**src/rtl/led_serial_host.sv**
```systemverilog
// Parallel-to-serial host adapter for the bit-serial LED-128 core: loads key and
// plaintext MSB-first, starts the core, waits for completion and shifts out the ciphertext.
module led_serial_host #(
    parameter int unsigned TIMEOUT = 4095
) (
    input  logic         clk,
    input  logic         reset,
    input  logic         req_valid,
    output logic         req_ready,
    input  logic [127:0] key_in,
    input  logic [63:0]  pt_in,
    output logic         rsp_valid,
    input  logic         rsp_ready,
    output logic [63:0]  ct_out,
    output logic         rsp_err,
    output logic         busy,
    output logic         core_keyi,
    output logic         core_datai,
    output logic         core_loadkey,
    output logic         core_loadpt,
    output logic         core_getct,
    output logic         core_start,
    input  logic         core_dataq,
    input  logic         core_done
);

    localparam int unsigned KEY_W  = 128;
    localparam int unsigned BLK_W  = 64;
    localparam int unsigned BCNT_W = 7;
    localparam int unsigned TCNT_W = 16;

    localparam logic [BCNT_W-1:0] KEY_LAST = BCNT_W'(KEY_W - 1);
    localparam logic [BCNT_W-1:0] BLK_LAST = BCNT_W'(BLK_W - 1);
    localparam logic [TCNT_W-1:0] TMO      = TCNT_W'(TIMEOUT);

    typedef enum logic [2:0] {
        S_IDLE,
        S_LDKEY,
        S_LDPT,
        S_START,
        S_WAITLO,
        S_WAITHI,
        S_GETCT,
        S_RESP
    } state_t;

    state_t              r_state;
    state_t              w_next;
    logic                w_timeout;
    logic [KEY_W-1:0]    r_ksh;
    logic [BLK_W-1:0]    r_psh;
    logic [BLK_W-1:0]    r_csh;
    logic [BCNT_W-1:0]   r_bcnt;
    logic [TCNT_W-1:0]   r_tcnt;
    logic                r_err;

    always_ff @(posedge clk or negedge reset) begin
        if (!reset) begin
            r_state <= S_IDLE;
        end else begin
            r_state <= w_next;
        end
    end

    // Next-state logic; the wait timeout takes priority over core_done.
    always_comb begin
        w_next    = r_state;
        w_timeout = 1'b0;
        case (r_state)
            S_IDLE:   if (req_valid) w_next = S_LDKEY;
            S_LDKEY:  if (r_bcnt == KEY_LAST) w_next = S_LDPT;
            S_LDPT:   if (r_bcnt == BLK_LAST) w_next = S_START;
            S_START:  w_next = S_WAITLO;
            S_WAITLO: begin
                if (r_tcnt == TMO) begin
                    w_timeout = 1'b1;
                    w_next    = S_RESP;
                end else if (!core_done) begin
                    w_next = S_WAITHI;
                end
            end
            S_WAITHI: begin
                if (r_tcnt == TMO) begin
                    w_timeout = 1'b1;
                    w_next    = S_RESP;
                end else if (core_done) begin
                    w_next = S_GETCT;
                end
            end
            S_GETCT:  if (r_bcnt == BLK_LAST) w_next = S_RESP;
            S_RESP:   if (rsp_ready) w_next = S_IDLE;
            default:  w_next = S_IDLE;
        endcase
    end

    // Shift registers, counters and the error flag.
    always_ff @(posedge clk or negedge reset) begin
        if (!reset) begin
            r_ksh  <= '0;
            r_psh  <= '0;
            r_csh  <= '0;
            r_bcnt <= '0;
            r_tcnt <= '0;
            r_err  <= 1'b0;
        end else begin
            case (r_state)
                S_IDLE: begin
                    if (req_valid) begin
                        r_ksh  <= key_in;
                        r_psh  <= pt_in;
                        r_bcnt <= '0;
                        r_tcnt <= '0;
                        r_err  <= 1'b0;
                    end
                end
                S_LDKEY: begin
                    r_ksh  <= {r_ksh[KEY_W-2:0], 1'b0};
                    r_bcnt <= (r_bcnt == KEY_LAST) ? '0 : r_bcnt + BCNT_W'(1);
                end
                S_LDPT: begin
                    r_psh  <= {r_psh[BLK_W-2:0], 1'b0};
                    r_bcnt <= r_bcnt + BCNT_W'(1);
                end
                S_WAITLO, S_WAITHI: begin
                    r_tcnt <= r_tcnt + TCNT_W'(1);
                    if (w_timeout) begin
                        r_csh <= '0;
                        r_err <= 1'b1;
                    end
                    if (w_next == S_GETCT) r_bcnt <= '0;
                end
                S_GETCT: begin
                    r_csh  <= {r_csh[BLK_W-2:0], core_dataq};
                    r_bcnt <= r_bcnt + BCNT_W'(1);
                end
                default: ;
            endcase
        end
    end

    assign req_ready    = (r_state == S_IDLE);
    assign busy         = (r_state != S_IDLE);
    assign rsp_valid    = (r_state == S_RESP);
    assign rsp_err      = r_err;
    assign ct_out       = r_csh;
    assign core_keyi    = r_ksh[KEY_W-1];
    assign core_datai   = r_psh[BLK_W-1];
    assign core_loadkey = (r_state == S_LDKEY);
    assign core_loadpt  = (r_state == S_LDPT);
    assign core_start   = (r_state == S_START);
    assign core_getct   = (r_state == S_GETCT);

endmodule

```
**config.mk**
```make
export PLATFORM = sky130hd
export DESIGN_NAME = led_serial_host
export DESIGN_NICKNAME = d
export VERILOG_FILES = /design/src/rtl/led_serial_host.sv
export SDC_FILE = /design/constraint.sdc
export NUM_CORES = 1
export LEC_CHECK = 0
export CAP_MARGIN = 10
export CORE_MARGIN = 3
export CORE_UTILIZATION = 38
export DETAILED_ROUTE_END_ITERATION = 6
export DONT_BUFFER_PORTS = 1
export HOLD_SLACK_MARGIN = 0.15
export PLACE_DENSITY = 0.59
export RECOVER_POWER = 50
export SETUP_SLACK_MARGIN = 0.5
export SLEW_MARGIN = 20
export SYNTH_ARGS = -nofsm -noshare
export SYNTH_HDL_FRONTEND = slang
export SYNTH_SLANG_ARGS = --single-unit
```
**constraint.sdc**
```tcl
create_clock -name clk -period 3.98 [get_ports clk]
set_clock_uncertainty 0.05 [all_clocks]
set_input_delay 0.398 -clock clk [delete_from_list [all_inputs] [get_ports clk]]
set_output_delay 0.398 -clock clk [all_outputs]
set_load 0.02 [all_outputs]
```
==> metrics.md, run 1 <==
| Metric | Value |
|---|---|
| Crit-path slowest cell | dlygate4sd3_1 |
| Worst vdd ir | 438 µV |
| Yosys Warn Count | 0 |
| Pre-Repair DR Iteration Count | 5 |
| Layout filler cell count | 2715 |
| Post-Synthesis Net Count | 1498 |
| Sw power | 0.00359 W |
| Avg Inst Size Synth | roughly 9 µm² |
| Pin count of the biggest net entering global routing | 284 |
| EDFF count, synth | 0 |
| Vias in the first global route | approximately 10000 |
| Drt first-iter violations | ~700 |
| Slew HR | 0.374 |
| RSZ-0062 raised after global routing | false |
| Skew-Pair Late Insertion Delay | 510 ps |
| Initial antenna violation count | 3 |
| # nets final | 1653 |
| R2R Setup Slk | between 900 and 1000 ps |
| CP Class | reg2reg |
| Post-CTS setup buffer count | 0 |
| GP Congestion | roughly 0.75 |
| Detail Route Antenna Nets | 0 |
| Post-CTS sizing | 0 |
| Data arrival, critical path | around 3400 ps |
| Combinational share of power | 0.262 |
| Min Tclk post-route | approximately 3000 ps |
| Hold slack | -466 ps |
| GRT overflow | 0 |
| CTS tree | done |
| Routed wire per std cell | 16.4 µm |
| Sw frac | 0.347 |
| Gr usage total | 0.183 |
| Die width | 182 µm |
| Die ar. | about 0.033 mm² |
| CP Launch Type | flip-flop |
| Vias per cell | 5.26 |
| Main synth FF type | dfrtp_1 |
| #FFs+latches synth | roughly 280 |
| Final hold viol count | roughly 280 |
| MaxCap Viol Count | 0 |
| Int Power | 0.00677 W |
| Final period util | 0.763 |
| Vias | about 9800 |
| Worst-Margin Slew | between 900 and 1000 ps |
| Clock group share of total power | 0.281 |
| Crit-path leading delay family | simple AND/OR/NAND/NOR gates |
| Multi-input logic area | 0.00432 mm² |
| DRC | 0 |
| H-tree Lvls | 2 |
| Violated checks | negative hold slack |
| Hpwl dp | 18100 µm |
| Static leakage | around 6.2 nW |
| Sequential share of power | 0.458 |
| Critical Path RT | 4360 ps |
| Slew Viols, Final | 0 |
| Clock transition at path regs | 60 ps |
| Worst-path cell chain | or4_1 > or4_4 > nor2_4 > buf_4 > a211oi_1 > a21oi_1 > dlygate4sd3_1 |
| Layout area overhead | 27.4% |
| Maximum clock path buffer count | 3 |
| Cell variety after synth | 45 |
| Fmax | approximately 330 MHz |
| Worst Path Buf+Inv | 2 |
| Synthesized area | roughly 0.012 mm² |
| DP Cell Count | ~1600 |
| DP Area | around 0.012 mm² |
| I/O Buffers | 0 |
| Chip Height | 182 µm |
| Clock Sinks | 283 |
| Synth area leader | dfrtp_1 |
| # IOs | roughly 270 |
| Clock root cell | clkbuf_16 |
| Largest cells by area after synthesis | dfrtp_1, nor2_1, o22ai_1, nand2_1, o21ai_0 |
| # setup viols final | 0 |
| Ys async rst share | 1.00 |
| Fin area | roughly 0.015 mm² |
| First-pass GRT wire length | 51500 µm |
| Max stage delay on crit path | about 570 ps |
| Seq/Total Area, Yosys | 0.599 |
| Top-area cell type share of the netlist area | 0.599 |
| Top cell types by occurrence after synthesis | nor2_1, dfrtp_1, o22ai_1, nand2_1, o21ai_0 |
| Final wirelength | 30500 µm |
| HP Class | in2async |
| Most common cell in the netlist | nor2_1 |
| Rows | between 60 and 70 |
| R2R Path End | r_state[0] |
| CTS buffer count | 34 |
| Share of layout cells above drive strength 1 | 0.0503 |
| Final non-filler cell total | approximately 1900 |
| Initial Util | 0.392 |
| Worst r2r src | r_tcnt[12] |
| Worst Path Max Fanout | 67 |
| Seq. cell area | a little over 0.007 mm² |
| Core area | 0.0302 mm² |
| Setup TNS | 0 ps |
| Critical Path End Type | flip-flop |
| Outcome | complete, but fails checks |
| Post-synthesis cell count | 1298 |
| P per Cell Area | 688 mW/mm² |
| CTS Hold Bufs | 197 |
| Cells on worst reg2reg path | 7 |
-- metrics by stage --
step                      hold slack (ps)  setup WS (ps)  power (W)   util
final                                -466            943     0.0104  0.499
after global routing                 -497            771     0.0111  0.499
after CTS                            -492            963     0.0104  0.499
after detailed placement             58.7           1230    0.00729  0.399
after global placement               58.3           1290    0.00718  0.399
after floorplan                      52.4           1900    0.00666      -
-- final cells by class --
cell class	count	area share
Sequential cell	283	0.470
Tap cell	390	0.0324
Clock buffer	48	0.0639
Multi-Input combinational cell	913	0.287
Clock inverter	6	0.00490
Inverter	11	0.00274
Antenna cell	2	0.000332
Timing Repair Buffer	210	0.139
-- power by group through the flow --
stage	Sequential, W	Combinational, W	Clock [W]
6_report	0.00474	0.00271	0.00291
5_1_grt	0.00488	0.00315	0.00312
4_1_cts	0.00472	0.00272	0.00300
3_5_place_dp	0.00475	0.00254	0
3_3_place_gp	0.00473	0.00245	0
2_1_floorplan	0.00454	0.00213	0
-- logic make-up (layout without fill, tap and decap cells) --
family,after synthesis,count (layout),share of synthesized area
AOI/OAI and AO/OA,284,284,0.144
xor gates and xnor gates,13,13,0.00963
adders and majority gates,2,2,0.00212
buffers and inverters,102,275,0.0377
DFF,283,283,0.599
muxes,1,1,0.000846
other,0,2,0
and+or+nand+nor,613,613,0.207
-- sequential cells by signal, summed over array words and instances (netlist names) --
| signal | flops |
|---|---|
| ct_out | 64 |
| r_tcnt | 16 |
| r_ksh | 128 |
| r_state | 3 |
| r_psh | 64 |
| r_bcnt | 7 |
| rsp_err | 1 |
-- metal layers --
| layer | part of all wire | global-route usage |
|---|---|---|
| met5 | 0.00043 | 0 |
| met4 | 0.025 | 0.0494 |
| met3 | 0.067 | 0.0458 |
| met2 | 0.47 | 0.297 |
| met1 | 0.44 | 0.246 |
-- layout by cell type (no fill, tap or decap), drive strengths merged, types with 3 or more instances in the layout --
cell         instances
nor2               407
clkinv               3
clkbuf              48
dfrtp              283
nand2              155
o22ai              191
nor3                 8
xnor2               12
nand2b               3
inv                 13
buf                 13
o21ai               73
o211ai               3
or3                  4
a21oi               10
nand3               14
dlygate4sd3        197
nor2b                4
nand4                3
and3                 3
-- worst max path at each step --
stage,from,end,cells past startpoint
6_report,r_tcnt[12],r_state[0],7
2_1_floorplan,r_tcnt[12],ct_out[55],6
3_5_place_dp,r_state[1],r_psh[39],5
4_1_cts,r_state[1],core_loadpt,4
5_1_grt,r_state[2],core_loadpt,4
3_3_place_gp,r_state[1],r_psh[30],5
(Power assumes the default switching activity.)
==> run 2: changes to the inputs <==
PLACE_DENSITY = 0.61   (was 0.59)
clock period = 2.49 ns   (was 3.98 ns; I/O delays follow)
==> run 2 against run 1 <==
Net effect: the flow still finishes with violations (negative hold slack); largest power group unchanged; critical path type unchanged; global-route usage rose by 0.81 points; total power rose by 71%; flip-flop and latch count did not move; critical endpoint unchanged; non-clock buffer count rose by 32; die area did not move; highest routed layer is now met4.
==> metrics.md, run 2 (same netlist as run 1, synthesis figures left out) <==
| Metric | Value |
|---|---|
| Detail Route Antenna Nets | 0 (unchanged) |
| Multi-input logic area | 0.00444 mm² (was 0.00432 mm²) |
| Skew-Pair Late Insertion Delay | 510 ps (about the same) |
| Rows | 63 (unchanged) |
| Crit-path slowest cell | or4_1 (was dlygate4sd3_1) |
| MaxCap Viol Count | 0 (unchanged) |
| H-tree Lvls | 2 (unchanged) |
| Setup TNS | 0 ps (unchanged) |
| Vias | 10100 (was 9802) |
| CTS tree | done (unchanged) |
| HP Class | in2async (unchanged) |
| Final non-filler cell total | 1900 (was 1863) |
| Drt first-iter violations | 682 (was 701) |
| Fmax | 449 MHz (was 329 MHz) |
| Gr usage total | 0.191 (was 0.183) |
| Chip Height | 182 µm (unchanged) |
| Int Power | 0.0117 W (was 0.00677 W) |
| Clock group share of total power | 0.298 (was 0.281) |
| Violated checks | negative hold slack (unchanged) |
| Vias in the first global route | 10100 (was 10000) |
| Max stage delay on crit path | 520 ps (was 570 ps) |
| Pin count of the biggest net entering global routing | 284 (unchanged) |
| Layout filler cell count | 2575 (was 2715) |
| Routed wire per std cell | 17.5 µm (was 16.4 µm) |
| Layout area overhead | 34.3% (was 27.4%) |
| P per Cell Area | 1110 mW/mm² (was 688 mW/mm²) |
| Worst vdd ir | 614 µV (was 438 µV) |
| Initial Util | 0.392 (unchanged) |
| Data arrival, critical path | 2570 ps (was 3420 ps) |
| CP Launch Type | flip-flop (unchanged) |
| Worst Path Max Fanout | 5 (was 67) |
| Sw frac | 0.339 (was 0.347) |
| # IOs | 272 (unchanged) |
| Worst Path Buf+Inv | 2 (unchanged) |
| Crit-path leading delay family | simple AND/OR/NAND/NOR gates (unchanged) |
| DP Cell Count | 1616 (was 1610) |
| Share of layout cells above drive strength 1 | 0.0995 (was 0.0503) |
| CP Class | reg2reg (unchanged) |
| Clock Sinks | 283 (unchanged) |
| Vias per cell | 5.30 (was 5.26) |
| Critical Path End Type | flip-flop (unchanged) |
| Hpwl dp | 18600 µm (was 18100 µm) |
| Most common cell after layout, fill and taps aside | nor2_1 (unchanged) |
| Initial antenna violation count | 1 (was 3) |
| Most common cell on crit path | buf_12 |
| Slew HR | 0.558 (was 0.374) |
| R2R Setup Slk | 260 ps (was 940 ps) |
| Final wirelength | 33300 µm (was 30500 µm) |
| Maximum clock path buffer count | 3 (unchanged) |
| Combinational share of power | 0.276 (was 0.262) |
| Final period util | 0.895 (was 0.763) |
| Die ar. | 0.0333 mm² (unchanged) |
| Min Tclk post-route | 2230 ps (was 3040 ps) |
| Static leakage | 6.60 nW (was 6.21 nW) |
| Final Power | 0.0177 W (was 0.0104 W) |
| RSZ-0062 raised after global routing | true (was false) |
| Core area | 0.0302 mm² (unchanged) |
| # nets final | 1685 (was 1653) |
| Seq. cell area | 0.00709 mm² (was 0.00708 mm²) |
| Worst-Margin Slew | 662 ps (was 939 ps) |
| Sw power | 0.00599 W (was 0.00359 W) |
| Sequential share of power | 0.426 (was 0.458) |
| I/O Buffers | 0 (unchanged) |
| Die width | 182 µm (unchanged) |
| Pre-Repair DR Iteration Count | 7 (was 5) |
| Max FFs per register | 128 (unchanged) |
| Final hold viol count | 283 (unchanged) |
| Clock transition at path regs | 60 ps (about the same) |
| DRC | 0 (unchanged) |
| Critical Path RT | 2830 ps (was 4360 ps) |
| CTS buffer count | 34 (unchanged) |
| Slew Viols, Final | 0 (unchanged) |
| Worst-path cell chain | or4_1 > or4_4 > nor2_4 > buf_12 > buf_12 > a211oi_2 > a21oi_1 (was or4_1 > or4_4 > nor2_4 > buf_4 > a211oi_1 > a21oi_1 > dlygate4sd3_1) |
| Commonest non-fill, non-tap cells in the layout | nor2_1, dfrtp_1, dlygate4sd3_1 (unchanged) |
| First-pass GRT wire length | 53100 µm (was 51500 µm) |
| # setup viols final | 0 (unchanged) |
| GP Congestion | 0.798 (was 0.754) |
| Outcome | complete, but fails checks (unchanged) |
| Hold slack | -587 ps (was -466 ps) |
| GRT overflow | 0 (unchanged) |
| CTS Hold Bufs | 196 (was 197) |
| Clock root cell | clkbuf_16 (unchanged) |
| Top reg by flops | r_ksh (unchanged) |
run 2: cell types whose count changed in the layout (fill, tap and decap cells not counted), moves of 6 or more:
| cell | delta |
|---|---|
| buf_16 | +6 |
| buf_12 | +8 |
| o21ai_0 | -41 |
| o21ai_2 | +23 |
| buf_4 | +8 |
| o21ai_1 | +18 |
run 2: worst paths after layout:
check                                   to  cells after the start       start
worst max-delay path            r_state[0]                      7  r_tcnt[13]
max in group asynchronous        r_tcnt[8]                      0       reset
worst min-delay path            r_ksh[110]                      0       reset
worst min register to register   r_ksh[64]                      2   r_ksh[64]
min in group clk                 r_tcnt[5]                      3   req_valid
worst max register to register  r_state[0]                      7  r_tcnt[13]
run 2: routing by layer:
layer / routed length [µm] / up-vias / part of all wire / global-route usage
met4: 755 / 0 / 0.023 / 0.0542
li1: - / 4803 / - / -
met2: 16100 / 335 / 0.49 / 0.315
met3: 2440 / 66 / 0.073 / 0.0506
met5: 0 / - / 0 / 0
met1: 13900 / 4870 / 0.42 / 0.249
run 2: final cells by class:
type	instances	area share
flip-flops and latches	283	0.446
multi-input cells	913	0.279
repair buffers	242	0.165
clock buffers	50	0.0643
well taps	390	0.0307
clock inverters	9	0.0113
inverters	11	0.00276
diodes	2	0.000315
run 2: stage by stage:
stage	cell area, µm²	setup WS, ps	utilization
floorplan	11900	465	-
global placement	12200	286	0.403
detailed placement	12200	247	0.403
CTS	15700	262	0.519
global route	15900	222	0.526
finish	15900	261	0.526
run 2: worst register-to-register path, cell delays in order, from the launching register on:
cell and delay, ps:
dfrtp_1 380, or4_1 520, or4_4 520, nor2_4 190, buf_12 170, buf_12 130
a211oi_2 40, a21oi_1 140
run 2: power by group through the flow:
stage	clock network [W]	logic [W]	registers, W
3_5_place_dp	0	0.00418	0.00759
5_1_grt	0.00560	0.00557	0.00774
6_report	0.00526	0.00489	0.00754
3_3_place_gp	0	0.00404	0.00754
4_1_cts	0.00539	0.00458	0.00753
2_1_floorplan	0	0.00342	0.00725
run 2: what timing repair did:
item,4_1_cts,5_1_grt
pin swaps,16,15
gates cloned,5,3
endpoints found under the hold margin,482,283
gates resized for setup,47,28
setup buffers,11,8
setup endpoints to repair,228,223
==> run 3: changes to the inputs <==
CELL_PAD_IN_SITES_DETAIL_PLACEMENT = 1   (was default)
CELL_PAD_IN_SITES_GLOBAL_PLACEMENT = 2   (was default)
PLACE_DENSITY = 0.86   (was 0.61)
SKIP_LAST_GASP = 1   (was default)
clock period = 2.85 ns   (was 2.49 ns; I/O delays follow)
==> run 3 against run 2 <==
Net effect: flip-flop and latch count did not move; critical path depth fell by 2; sequential power fell by 11%; routed wire length rose by 10%; global-route usage rose by 2.2 points; count of clock-buffer cells in the layout rose by 2; the run still ends with negative hold slack left; via count rose by 1.4%; worst hold slack improved by 27 ps; largest power group unchanged; sequential share of layout area rose by 1.8 points.
==> metrics.md, run 3 (same netlist as run 1, synthesis figures left out) <==
| Metric | Value |
|---|---|
| CTS tree | done (unchanged) |
| Vias | 10200 (was 10100) |
| Worst Path Buf+Inv | 1 (was 2) |
| CP Class | reg2reg (unchanged) |
| Crit-path slowest cell | or4_4 (was or4_1) |
| Slew Viols, Final | 0 (unchanged) |
| Clock group share of total power | 0.282 (was 0.298) |
| Sw frac | 0.359 (was 0.339) |
| Critical Path End Type | flip-flop (unchanged) |
| Setup TNS | 0 ps (unchanged) |
| DP Area | 0.0122 mm² (about the same) |
| Chip Height | 182 µm (unchanged) |
| Commonest non-fill, non-tap cells in the layout | nor2_1, dfrtp_1, dlygate4sd3_1 (unchanged) |
| Pre-Repair DR Iteration Count | 4 (was 7) |
| Final wirelength | 36700 µm (was 33300 µm) |
| RSZ-0062 raised after global routing | true (unchanged) |
| Sw power | 0.00545 W (was 0.00599 W) |
| Detail Route Antenna Nets | 0 (unchanged) |
| Multi-input logic area | 0.00435 mm² (was 0.00444 mm²) |
| Most common cell after layout, fill and taps aside | nor2_1 (unchanged) |
| Critical Path RT | 3160 ps (was 2830 ps) |
| Maximum clock path buffer count | 3 (unchanged) |
| Rows | 63 (unchanged) |
| Max stage delay on crit path | 570 ps (was 520 ps) |
| Layout Utilization | 0.506 (was 0.526) |
| Die width | 182 µm (unchanged) |
| CTS buffer count | 34 (unchanged) |
| Initial Util | 0.392 (unchanged) |
| Worst Path Max Fanout | 67 (was 5) |
| Clock root cell | clkbuf_16 (unchanged) |
| Worst-path cell chain | or4_1 > or4_4 > nor2_4 > buf_12 > o21ai_0 (was or4_1 > or4_4 > nor2_4 > buf_12 > buf_12 > a211oi_2 > a21oi_1) |
| GP Congestion | 0.751 (was 0.798) |
| Outcome | complete, but fails checks (unchanged) |
| Worst vdd ir | 578 µV (was 614 µV) |
| Min Tclk post-route | 2290 ps (was 2230 ps) |
| Seq. cell area | 0.00709 mm² (about the same) |
| Layout filler cell count | 3343 (was 2575) |
| Hpwl dp | 19900 µm (was 18600 µm) |
| Final hold viol count | 283 (unchanged) |
| # setup viols final | 0 (unchanged) |
| Core area | 0.0302 mm² (unchanged) |
| Layout area overhead | 29.3% (was 34.3%) |
| Max FFs per register | 128 (unchanged) |
| Data arrival, critical path | 2590 ps (was 2570 ps) |
| # IOs | 272 (unchanged) |
| DRC | 0 (unchanged) |
| DP Cell Count | 1612 (was 1616) |
| HP Class | in2async (unchanged) |
| Crit-path leading delay family | simple AND/OR/NAND/NOR gates (unchanged) |
| Final non-filler cell total | 1869 (was 1900) |
| # nets final | 1656 (was 1685) |
| P per Cell Area | 992 mW/mm² (was 1110 mW/mm²) |
| I/O Buffers | 0 (unchanged) |
| H-tree Lvls | 2 (unchanged) |
| Fin area | 0.0153 mm² (was 0.0159 mm²) |
| Int Power | 0.00971 W (was 0.0117 W) |
| CTS Hold Bufs | 196 (unchanged) |
| Combinational share of power | 0.273 (was 0.276) |
| Sequential share of power | 0.445 (was 0.426) |
| Skew-Pair Late Insertion Delay | 490 ps (was 510 ps) |
| First-pass GRT wire length | 59200 µm (was 53100 µm) |
| Die ar. | 0.0333 mm² (unchanged) |
| Gr usage total | 0.214 (was 0.191) |
| Fmax | 437 MHz (was 449 MHz) |
| Pin count of the biggest net entering global routing | 284 (unchanged) |
| Top reg by flops | r_ksh (unchanged) |
| Slew HR | 0.540 (was 0.558) |
| Share of layout cells above drive strength 1 | 0.0596 (was 0.0995) |
| CP Launch Type | flip-flop (unchanged) |
| Initial antenna violation count | 3 (was 1) |
| Drt first-iter violations | 701 (was 682) |
| GRT overflow | 0 (unchanged) |
| MaxCap Viol Count | 0 (unchanged) |
| Final period util | 0.802 (was 0.895) |
| Violated checks | negative hold slack (unchanged) |
| Hold slack | -560 ps (was -587 ps) |
| Vias in the first global route | 11000 (was 10100) |
| Routed wire per std cell | 19.6 µm (was 17.5 µm) |
| Worst-Margin Slew | 690 ps (was 662 ps) |
| Clock Sinks | 283 (unchanged) |
| Clock transition at path regs | 60 ps (about the same) |
| Static leakage | 6.30 nW (was 6.60 nW) |
| Vias per cell | 5.46 (was 5.30) |
run 3: power by group through the flow:
| stage | sequential, W | clock (W) | combinational (W) |
|---|---|---|---|
| 4_1_cts | 0.00663 | 0.00437 | 0.00399 |
| 3_3_place_gp | 0.00660 | 0 | 0.00355 |
| 2_1_floorplan | 0.00633 | 0 | 0.00297 |
| 3_5_place_dp | 0.00666 | 0 | 0.00374 |
| 6_report | 0.00674 | 0.00428 | 0.00414 |
| 5_1_grt | 0.00691 | 0.00456 | 0.00474 |
run 3: worst register-to-register path: stages, from the launching register on:
cell     delay, ps
dfrtp_1        420
or4_1          550
or4_4          570
nor2_4         120
buf_12         240
o21ai_0        190
run 3: path summary, 6_finish.rpt:
kind,from,end,slack (ps),depth (start not counted)
setup / recovery,r_tcnt[12],ct_out[44],560,5
hold / removal,reset,r_psh[28],-560,0
setup reg to reg,r_tcnt[12],ct_out[44],560,5
hold reg to reg,r_ksh[73],r_ksh[73],440,2
max in group asynchronous,reset,r_ksh[44],2910,0
min in group clk,core_done,r_bcnt[2],180,4
run 3: per-layer routing:
layer | track usage | part of all wire
met1 | 0.275 | 0.42
met4 | 0.0576 | 0.021
met2 | 0.362 | 0.50
met5 | 0 | 0.00035
met3 | 0.0512 | 0.064
run 3: layout make-up:
class                           instances  area share
Multi-Input combinational cell        915       0.285
Antenna cell                            2    0.000327
Sequential cell                       283       0.464
Inverter                               11     0.00311
Clock inverter                          5     0.00180
Tap cell                              390      0.0319
Timing Repair Buffer                  211       0.144
Clock buffer                           52      0.0708
run 3: what timing repair did:
item                                   CTS  global route
gates resized for setup                  5             6
gates cloned                             0             2
setup endpoints to repair               80            99
pin swaps                                0             1
endpoints found under the hold margin  481           283
setup buffers                            0             0
run 3: through the flow:
| stage | hold WS [ps] | setup slack, ps | power (W) |
|---|---|---|---|
| 6_report | -560 | 564 | 0.0152 |
| 2_1_floorplan | -60.6 | 770 | 0.00931 |
| 5_1_grt | -583 | 434 | 0.0162 |
| 3_5_place_dp | -47.0 | 467 | 0.0104 |
| 3_3_place_gp | -47.0 | 505 | 0.0102 |
| 4_1_cts | -579 | 516 | 0.0150 |
